**config.mk**
```make
export PLATFORM = sky130hd
export DESIGN_NAME = instr_fetch_unit
export DESIGN_NICKNAME = d
export VERILOG_FILES = /design/src/rtl/cpu_pkg.sv /design/src/rtl/instr_fetch_unit.sv
export SDC_FILE = /design/constraint.sdc
export NUM_CORES = 1
export LEC_CHECK = 0
export CAP_MARGIN = 30
export CORE_MARGIN = 3
export CORE_UTILIZATION = 45
export DETAILED_ROUTE_END_ITERATION = 12
export GPL_ROUTABILITY_DRIVEN = 1
export PLACE_DENSITY = 0.8
export REMOVE_ABC_BUFFERS = 1
export SYNTH_ARGS = -nofsm -noshare
export SYNTH_HDL_FRONTEND = slang
export SYNTH_SLANG_ARGS = --single-unit
```
**constraint.sdc**
```tcl
create_clock -name clk -period 2.3 [get_ports clk]
set_input_delay 0.345 -clock clk [delete_from_list [all_inputs] [get_ports clk]]
set_output_delay 0.345 -clock clk [all_outputs]
set_load 0.005 [all_outputs]
```
**src/rtl/cpu_pkg.sv**
```systemverilog
// Shared CPU definitions: fetch FSM states, opcode classes, jump conditions.
package cpu_pkg;

  // Fetch/decode FSM states.
  typedef enum logic [2:0] {
    StFetch1,
    StFetch2,
    StDecode,
    StIssue,
    StHalt
  } fetch_state_e;

  // Opcode class lives in opcode1[7:6]. ALU is any 1x pattern.
  localparam logic [1:0] OpClassMem    = 2'b00;
  localparam logic [1:0] OpClassJump   = 2'b01;
  localparam logic       OpClassAluBit = 1'b1;

  // Jump condition field, opcode1[5:4].
  typedef enum logic [1:0] {
    JmpAlways  = 2'b00,
    JmpZero    = 2'b01,
    JmpCarry   = 2'b10,
    JmpNotZero = 2'b11
  } jump_cond_e;

  // Default opcode1 value that stops fetching.
  localparam logic [7:0] HaltOpDefault = 8'h00;

  // True when the jump condition holds for the current ALU flags.
  function automatic logic jump_cond_met(jump_cond_e cond, logic zero_f, logic carry_f);
    logic met;
    unique case (cond)
      JmpAlways:  met = 1'b1;
      JmpZero:    met = zero_f;
      JmpCarry:   met = carry_f;
      JmpNotZero: met = ~zero_f;
      default:    met = 1'b0;
    endcase
    return met;
  endfunction

  // True when the opcode belongs to the jump class.
  function automatic logic is_jump_op(logic [7:0] op);
    return op[7:6] == OpClassJump;
  endfunction

endpackage

```
**src/rtl/instr_fetch_unit.sv**
```systemverilog
// Two-byte instruction fetch unit: fetches opcode1/opcode2 from ROM, resolves
// conditional jumps locally and hands all other instructions to the controller.
module instr_fetch_unit
  import cpu_pkg::*;
#(
  parameter int unsigned ADDR_W  = 8,
  parameter logic [7:0]  HALT_OP = HaltOpDefault
) (
  input  logic              clk,
  input  logic              res,
  output logic [ADDR_W-1:0] rom_addr,
  input  logic [7:0]        rom_data,
  output logic [7:0]        opcode1,
  output logic [7:0]        opcode2,
  output logic              instr_valid,
  input  logic              instr_ready,
  input  logic              zero_f,
  input  logic              carry_f,
  output logic [ADDR_W-1:0] pc,
  output logic              jump_taken,
  output logic              halted
);

  fetch_state_e      state_q, state_d;
  logic [ADDR_W-1:0] pc_q, pc_d;
  logic [7:0]        op1_q, op1_d;
  logic [7:0]        op2_q, op2_d;
  logic              jump_q, jump_d;

  logic dec_halt;
  logic dec_jump;
  logic dec_take;

  // Decode of the held instruction; only acted upon in StDecode.
  always_comb begin
    dec_halt = (op1_q == HALT_OP);
    dec_jump = is_jump_op(op1_q);
    dec_take = jump_cond_met(jump_cond_e'(op1_q[5:4]), zero_f, carry_f);
  end

  // State register.
  always_ff @(posedge clk or posedge res) begin
    if (res) begin
      state_q <= StFetch1;
    end else begin
      state_q <= state_d;
    end
  end

  // Next-state logic. Halt wins over the jump class if HALT_OP encodes a jump.
  always_comb begin
    state_d = state_q;
    unique case (state_q)
      StFetch1: state_d = StFetch2;
      StFetch2: state_d = StDecode;
      StDecode: begin
        if (dec_halt) begin
          state_d = StHalt;
        end else if (dec_jump) begin
          state_d = StFetch1;
        end else begin
          state_d = StIssue;
        end
      end
      StIssue: begin
        if (instr_ready) begin
          state_d = StFetch1;
        end
      end
      StHalt:  state_d = StHalt;
      default: state_d = StFetch1;
    endcase
  end

  // Datapath next values: byte capture, pc advance and jump target load.
  always_comb begin
    pc_d   = pc_q;
    op1_d  = op1_q;
    op2_d  = op2_q;
    jump_d = 1'b0;
    unique case (state_q)
      StFetch1: begin
        op1_d = rom_data;
        pc_d  = pc_q + ADDR_W'(1);
      end
      StFetch2: begin
        op2_d = rom_data;
        pc_d  = pc_q + ADDR_W'(1);
      end
      StDecode: begin
        // Not-taken jumps leave pc pointing past the instruction already.
        if (!dec_halt && dec_jump && dec_take) begin
          pc_d   = ADDR_W'(op2_q);
          jump_d = 1'b1;
        end
      end
      default: ;
    endcase
  end

  // Datapath registers.
  always_ff @(posedge clk or posedge res) begin
    if (res) begin
      pc_q   <= '0;
      op1_q  <= 8'h00;
      op2_q  <= 8'h00;
      jump_q <= 1'b0;
    end else begin
      pc_q   <= pc_d;
      op1_q  <= op1_d;
      op2_q  <= op2_d;
      jump_q <= jump_d;
    end
  end

  // Outputs. jump_taken is high during the first fetch cycle at the target.
  always_comb begin
    rom_addr    = pc_q;
    pc          = pc_q;
    opcode1     = op1_q;
    opcode2     = op2_q;
    jump_taken  = jump_q;
    instr_valid = (state_q == StIssue);
    halted      = (state_q == StHalt);
  end

endmodule
```
; Word level (Yosys, flattened, before mapping)
; Cells that the tools add are included.
[word_totals]
in_bits = 13
reg_bits = 28
out_inout_bits = 35
word_cells = 35
[classes]
eq_ne = 10
n_reduce_logical = 9
muxes = 9
n_bitwise = 1
n_addsub = 1
[op_table]
columns = cell, n
row1 = 8-bit one-hot mux with 2 select lines, 1
row2 = 3-bit one-hot mux with 5 select lines, 1
row3 = "8-bit by 1-bit adder with 8-bit output, second input constant", 1
row4 = 8-bit logical NOT, 1
row5 = 8-bit 2-to-1 mux, 1
row6 = "3-bit by 2-bit equality test with 1-bit output, second input constant", 2
row7 = 3-bit 2-to-1 mux, 2
row8 = "2-bit by 1-bit equality test with 1-bit output, second input constant", 2
row9 = "2-bit equality test, second input constant", 2
row10 = 1-bit one-hot mux with 4 select lines, 1
row11 = "3-bit by 1-bit equality test with 1-bit output, second input constant", 1
row12 = "3-bit equality test, second input constant", 1
row13 = 3-bit logical NOT, 1
row14 = 1-bit logical AND, 2
row15 = 2-bit logical NOT, 1
row16 = 1-bit 2-to-1 mux, 2
row17 = 2-bit 2-to-1 mux, 1
row18 = "2-bit by 1-bit inequality test with 1-bit output, second input constant", 1
row19 = "2-bit inequality test, second input constant", 1
row20 = 2-bit AND reduction, 1
row21 = 2-bit nonzero test, 1
row22 = 2-bit OR reduction, 1
row23 = 1-bit logical NOT, 1
row24 = 1-bit inverter, 1

; Logic depth before layout (Yosys ltp)
; Gate-level depths: netlist of the first run.
[depth]
ltp_word = 6
ltp_mapped = 6
mapped_depth_nobuf = 5

; Worst setup path before layout of the first run
; OpenSTA, ideal clock, no wires.
[synth_timing]
kind = flip-flop to flip-flop
startpoint = register op1_q[5], in the netlist opcode1[5]
endpoint = register pc_q[6], in the netlist pc[6]
stages_incl_launch_ff = 5
slack_ns = 0.647
period_less_slack_ns = 1.653
t_arrival_ns = 1.559
t_required_ns = 2.206
path_buffers = 0
setup_time_ns = 0.094
cell_sequence = dfrtp_1 -> xnor2_1 -> a2111oi_4 -> mux2_1 -> a211oi_1
[synth_between]
elab_chain_cells = 6
elab_cells_between_ends = 11
classes_between = 4 x eq/ne / 1 x mux / 6 x reduce/logical
[synth_lines]
columns = element, line
row1 = from (decl), instr_fetch_unit.sv:26  ; logic [7:0] op1_q, op1_d;
row2 = from (signal assigned), instr_fetch_unit.sv:110  ; op1_q <= op1_d;
row3 = "parallel branches: the longest is 3 deep, another holds 1-bit one-hot mux with 4 select lines", --
row4 = 1-bit logical AND (*), instr_fetch_unit.sv:92  ; if (!dec_halt && dec_jump && dec_take) begin
row5 = 2-bit inequality test (no source line) (*), --
row6 = 2-bit AND reduction (no source line) (*), --
row7 = to (signal assigned), instr_fetch_unit.sv:109  ; pc_q <= pc_d;
row8 = to (decl), instr_fetch_unit.sv:25  ; logic [ADDR_W-1:0] pc_q, pc_d;
; Every way passes the cells marked *.
; A chain may end at the register's enable or synchronous reset.

; Final worst setup path of the first run
[layout_timing]
startpoint = register state_q[2]
endpoint = output port halted
[layout_between]
elab_chain_cells = 1
[layout_lines]
columns = element, line
row1 = from (decl), instr_fetch_unit.sv:24  ; fetch_state_e state_q, state_d;
row2 = from (signal assigned), instr_fetch_unit.sv:44  ; state_q <= StFetch1;
row3 = from (signal assigned), instr_fetch_unit.sv:46  ; state_q <= state_d;
row4 = 3-bit equality test, instr_fetch_unit.sv:124  ; halted = (state_q == StHalt);
row5 = to (decl), instr_fetch_unit.sv:21  ; output logic halted
; No other way between the ends.

==> results of run 1 <==
[kinds of logic after synthesis]
family | Yosys count
xor+xnor | 1
compound gates | 22
buf+inv | 18
simple gates | 36
mux | 20
flops | 28
fa+ha+maj | 1
[per-stage QoR]
stage                     cells  utilization
final                       209        0.666
after global routing        209        0.666
after CTS                   209        0.665
after detailed placement    205        0.653
after global placement      205        0.653
after floorplan             113            -
[layout make-up]
cell class,instances,area [sq um],area share
timing repair buffer,50,493,0.255
tap,42,52.6,0.0272
clock buffer,4,36.3,0.0188
multi-input combinational,80,628,0.325
inverter,5,18.8,0.00972
sequential,28,702,0.364
[layout by cell type, fill, tap and decap left out, types with 4 or more instances in the layout]
cell | netlist | routed
nand2b_1 | 4 | 4
dfrtp_1 | 28 | 27
a21oi_1 | 4 | 4
nand2_1 | 7 | 7
mux2_2 | 17 | 17
inv_1 | 5 | 5
nor2_1 | 7 | 7
clkdlybuf4s50_1 | 0 | 47
[flip-flops by register name, summed over array words and instances (netlist names)]
name,flops
pc,8
state_q,3
opcode1,8
opcode2,8
jump_taken,1
[routing by layer]
metal  up-vias  track usage  wire length [microns]  share of wire
met5         -            0                      0              0
met4         0       0.0661                     42          0.013
met3         7       0.0306                    160          0.049
met2        42        0.309                   1680           0.51
met1       558        0.233                   1390           0.42
li1        534            -                      -              -
[power by group]
group	total (uW)	internal, uW	leakage [uW]	switching (uW)
logic	1530	970	0.000433	556
clock network	241	97.0	0.0000210	144
registers	1050	738	0.000329	315
total	2820	1800	0.000783	1010
[worst max path at each step]
stage | from | to | slack (ns)
after floorplan | state_q[1] | pc[1] | 0.53
after global placement | zero_f | pc[6] | 0.25
after detailed placement | zero_f | pc[6] | 0.22
after CTS | state_q[2] | halted | 0.10
after global routing | state_q[2] | halted | 0.05
final | state_q[2] | halted | 0.22
[critical path, stage by stage (launching register included)]
cell	delay, ns
dfrtp_2	0.47
inv_1	0.12
nor3_1	0.27
clkdlybuf4s50_1	0.56
[what timing repair did]
item,in CTS,in global routing
hold endpoints to repair,0,0
resized for setup,0,1
setup endpoints to repair,0,1
==> results.json, run 1 <==
{
  "wl_per_cell_microns": 15.7,
  "p_per_area_nw_per_um2": 1460,
  "synth_common_cells": "28 x dfrtp_1, 17 x mux2_2, 8 x buf_4",
  "whs_ns": 0.373,
  "synth.top_cells.by_area": "dfrtp_1 49%, mux2_2 13%, buf_4 4.2%, a2111oi_4 1.9%, nand2_1 1.8%",
  "yosys_warnings": 0,
  "synth_top_family_by_area": "multiplexers",
  "maxCapViolations": 0,
  "grt_pass1_wl_microns": 5660,
  "fin_worst_skew_ns": 0.00771,
  "yosys.area_share.simple": 0.140,
  "setup_ws_ns": 0.217,
  "grt_remaining_overflow": 0,
  "min_period_ns": 2.08,
  "synth_compound_area_frac": 0.128,
  "synth_mux_area_frac": 0.156,
  "syn2layout_area_growth_pct": 34.8,
  "r2r_end": "opcode2[1]",
  "dpl.hpwl_microns": 2510,
  "final_nets": 182,
  "ant_nets": 0,
  "std_cell_rows": 19,
  "route.vias.total": 1141,
  "drcViolationCount": 0,
  "synth_seq_cells": 28,
  "h-tree-depth": 1,
  "synth_edf_count": 0,
  "yosysTopAreaCell": "dfrtp_1",
  "grt_max_degree": 29,
  "clock_sinks": 28,
  "boundaryPins": 48,
  "setup.worst_path.end_class": "primary output",
  "wl_microns": 3270,
  "worstMarginPinSlew_ns": 0.478,
  "finalSetupViolations": 0,
  "max_freq_mhz": 480,
  "totalPowerFinal_uw": 2820,
  "yosysMostFrequentCell": "dfrtp_1",
  "holdBufCountCts": 0,
  "rsz0062_at_grt": "false",
  "fin_setup_tns_ns": 0,
  "portBuffers": 47,
  "drv_slew": 0,
  "antenna_found_initial": 0,
  "grt_pass1_vias": 1192,
  "synth-xor-area-share": 0.00611,
  "synth_cells": 126,
  "placed_cell_area_sq_um": 1890,
  "cts_buffers": 3,
  "synth_top_area_frac": 0.489,
  "clockBufferDepth": 2,
  "r2r.worst_path.cells": 3,
  "crit_type": "reg -> out",
  "dp_slack_ns": 0.225,
  "drt_iter0_drc": 39,
  "n_antenna_cell": 0,
  "post-cts-setup-buffers": 0,
  "fin_crit_sh": 0.906,
  "worstSkewPairLatency_ns": 0.33,
  "critPathArrivalTime_ns": 1.74,
  "avgSynthCellArea_sq_um": 11.4,
  "slew_headroom": 0.677,
  "rrSetupSlack_ns": 0.49,
  "leakage_uw": 0.000783,
  "die_h_microns": 62.4,
  "fp.dieArea_sq_um": 3900,
  "rr_startpoint": "state_q[1]",
  "place_congestion": 0.866,
  "dieWidth_microns": 62.4,
  "status": "finished, final reports clean",
  "final_area_sq_um": 1930,
  "ys_types": 37,
  "grt_use_total": 0.182,
  "worstPathMaxFanout": 8,
  "initial_utilization": 0.494,
  "drive_above_1_share": 0.180,
  "yosys_most_used_dff": "dfrtp_1",
  "dr.pass1.iters": 4,
  "crit_required_ns": 1.96,
  "cts_tree": "yes",
  "clockRootBuffer": "clkbuf_4",
  "viasPerCell": 5.46,
  "hp-class": "in -> async",
  "cts.clk_slew.worst_paths_ns": 0.14,
  "fillers": 234,
  "synthAdderAreaFrac": 0.00873,
  "ir_drop_uv": 934,
  "synth-async-reset-ratio": 1.00,
  "yosysSeqAreaShare": 0.489,
  "hold_viol": 0,
  "syn_area_sq_um": 1430,
  "start_kind": "flip-flop",
  "core_area_sq_um": 2900
}
Note: power is estimated with default switching activity, not from simulation.
==> run 2: changes to the inputs <==
Clock period 2.3 ns to 2.27 ns, I/O delays scaled along.
==> results of run 2 <==
The final DEF is identical to that of run 1. Status: finished, final reports clean.
Main changes from that run: setup slack after placement 0.225 ns -> 0.199 ns; setup slack after layout 0.217 ns -> 0.191 ns; hold slack 0.373 ns -> 0.368 ns; register-to-register setup slack 0.49 ns -> 0.46 ns; total power 2820 uW -> 2860 uW; worst IR drop on VDD 934 uV -> 946 uV
==> run 3: changes to the inputs <==
--- a/config.mk
+++ b/config.mk
@@ -8,2 +8,3 @@
 export CAP_MARGIN = 30
+export CORE_ASPECT_RATIO = 0.6
 export CORE_MARGIN = 3
@@ -12,2 +13,3 @@
 export GPL_ROUTABILITY_DRIVEN = 1
+export MAX_ROUTING_LAYER = met4
 export PLACE_DENSITY = 0.8
--- a/constraint.sdc
+++ b/constraint.sdc
@@ -3,2 +3,2 @@
 set_output_delay 0.3405 -clock clk [all_outputs]
-set_load 0.005 [all_outputs]
+set_load 0.05 [all_outputs]
==> run 3 against run 2 <==
  * Clock-buffer cell count shrank 1
  * Die area grew 0.56%
  * Via count grew 2.8%
  * Sequential share of layout area shrank 0.60 points
  * Utilization shrank 0.069 points
  * Non-clock buffer count is the same
  * Cell count is the same
  * Global-route usage grew 1.8 points
  * Routed wire length grew 11%
  * Maximum frequency grew 5.6%
  * Worst hold slack gained 0.067 ns
  * Register-to-register slack gained 0.02 ns
==> results.json, run 3 (synthesis gave the netlist of run 1 again) <==
{
  "status": "finished, final reports clean",
  "max_freq_mhz": 508,
  "final_common_cell": "clkdlybuf4s50_1",
  "min_period_ns": 1.97,
  "slowest_delay_ns": 0.54,
  "wl_per_cell_microns": 17.4,
  "start_kind": "flip-flop",
  "grt_use_total": 0.200,
  "fin_setup_tns_ns": 0,
  "final_cells": 209,
  "hold_viol": 0,
  "crit_type": "reg -> out",
  "dieWidth_microns": 78.8,
  "rsz0062_at_grt": "false",
  "finalSetupViolations": 0,
  "route.vias.total": 1173,
  "initial_utilization": 0.486,
  "cts_resized": 0,
  "viasPerCell": 5.61,
  "final_cell_mix": "45 x clkdlybuf4s50_1, 28 x dfrtp_1, 17 x mux2_2",
  "core_area_sq_um": 2950,
  "drcViolationCount": 0,
  "fp.dieArea_sq_um": 3920,
  "setup_ws_ns": 0.301,
  "die_h_microns": 49.7,
  "seq_area_sq_um": 701,
  "maxCapViolations": 0,
  "dpl.hpwl_microns": 2780,
  "portBuffers": 47,
  "fillers": 229,
  "dp_slack_ns": 0.156,
  "place_congestion": 0.932,
  "std_cell_rows": 15,
  "critPathArrivalTime_ns": 1.63,
  "drive_above_1_share": 0.186,
  "drv_slew": 0,
  "fin_crit_sh": 0.867,
  "grt_pass1_wl_microns": 5910,
  "dr.pass1.iters": 4,
  "worstSkewPairLatency_ns": 0.27,
  "post-cts-setup-buffers": 0,
  "wl_microns": 3640,
  "grt_pass1_vias": 1185,
  "final_area_sq_um": 1960,
  "cts_tree": "yes",
  "n_antenna_cell": 0,
  "cp_slowest_cell": "dfrtp_1",
  "antenna_found_initial": 0,
  "holdBufCountCts": 0,
  "path_cells": "inv_1 -> nor3_1 -> buf_4",
  "crit_required_ns": 1.93,
  "cts_buffers": 3,
  "setup.worst_path.end_class": "primary output",
  "ant_nets": 0,
  "worstPathMaxFanout": 8,
  "clock_sinks": 28,
  "clockBufferDepth": 2,
  "boundaryPins": 48,
  "critical_path_buf_inv_count": 2,
  "worstMarginPinSlew_ns": 0.713,
  "final_nets": 182,
  "slew_headroom": 0.522,
  "dpl.cell_count": 205,
  "grt_remaining_overflow": 0,
  "hp-class": "in -> async",
  "critPathTopFamily": "flip-flops",
  "placed_cell_area_sq_um": 1890,
  "drt_iter0_drc": 132,
  "multiInputGateArea_sq_um": 628,
  "h-tree-depth": 1,
  "grt_max_degree": 29,
  "syn2layout_area_growth_pct": 36.8,
  "cts.clk_slew.worst_paths_ns": 0.10,
  "clockRootBuffer": "clkbuf_8",
  "fin_worst_skew_ns": 0.00317
}
## run 3: worst register-to-register path, cell delays in order, from the launching register on
cell	delay, ns
dfrtp_1	0.44
xnor2_1	0.20
a2111oi_4	0.47
o21a_2	0.23
mux2_1	0.34
## run 3: stage by stage
stage               utilization  hold WS (ns)
floorplan                     -         0.406
CTS                       0.665         0.443
global placement          0.641         0.525
detailed placement        0.641         0.533
global route              0.665         0.497
finish                    0.665         0.435
## run 3: cell type report
class / count / area share
Sequential cell: 28 / 0.358
Multi-Input combinational cell: 80 / 0.321
Timing Repair Buffer: 50 / 0.249
Tap cell: 42 / 0.0268
Clock buffer: 3 / 0.0211
Clock inverter: 1 / 0.0153
Inverter: 5 / 0.00958
## run 3: metal layers
metal / global-route usage / wire (microns) / part of all wire / up-vias
met4: 0.0200 / 4 / 0.0011 / 0
li1: - / - / - / 534
met1: 0.260 / 1620 / 0.44 / 590
met5: - / 0 / 0 / -
met2: 0.334 / 1750 / 0.48 / 47
met3: 0.0474 / 275 / 0.076 / 2
## run 3: path summary, 6_finish.rpt
check,to,slack (ns),start,cells past startpoint
max,halted,0.30,state_q[2],3
min,opcode2[2],0.44,res,3
max reg2reg,pc[1],0.48,opcode1[5],4
min reg2reg,opcode2[2],0.55,opcode2[2],1
max in group asynchronous,pc[6],1.57,res,3
min in group clk,opcode2[2],0.55,opcode2[2],1
Power of run 3 is not shown: default switching activity piles up to over one toggle a cycle in this logic, so the estimate is an artifact.
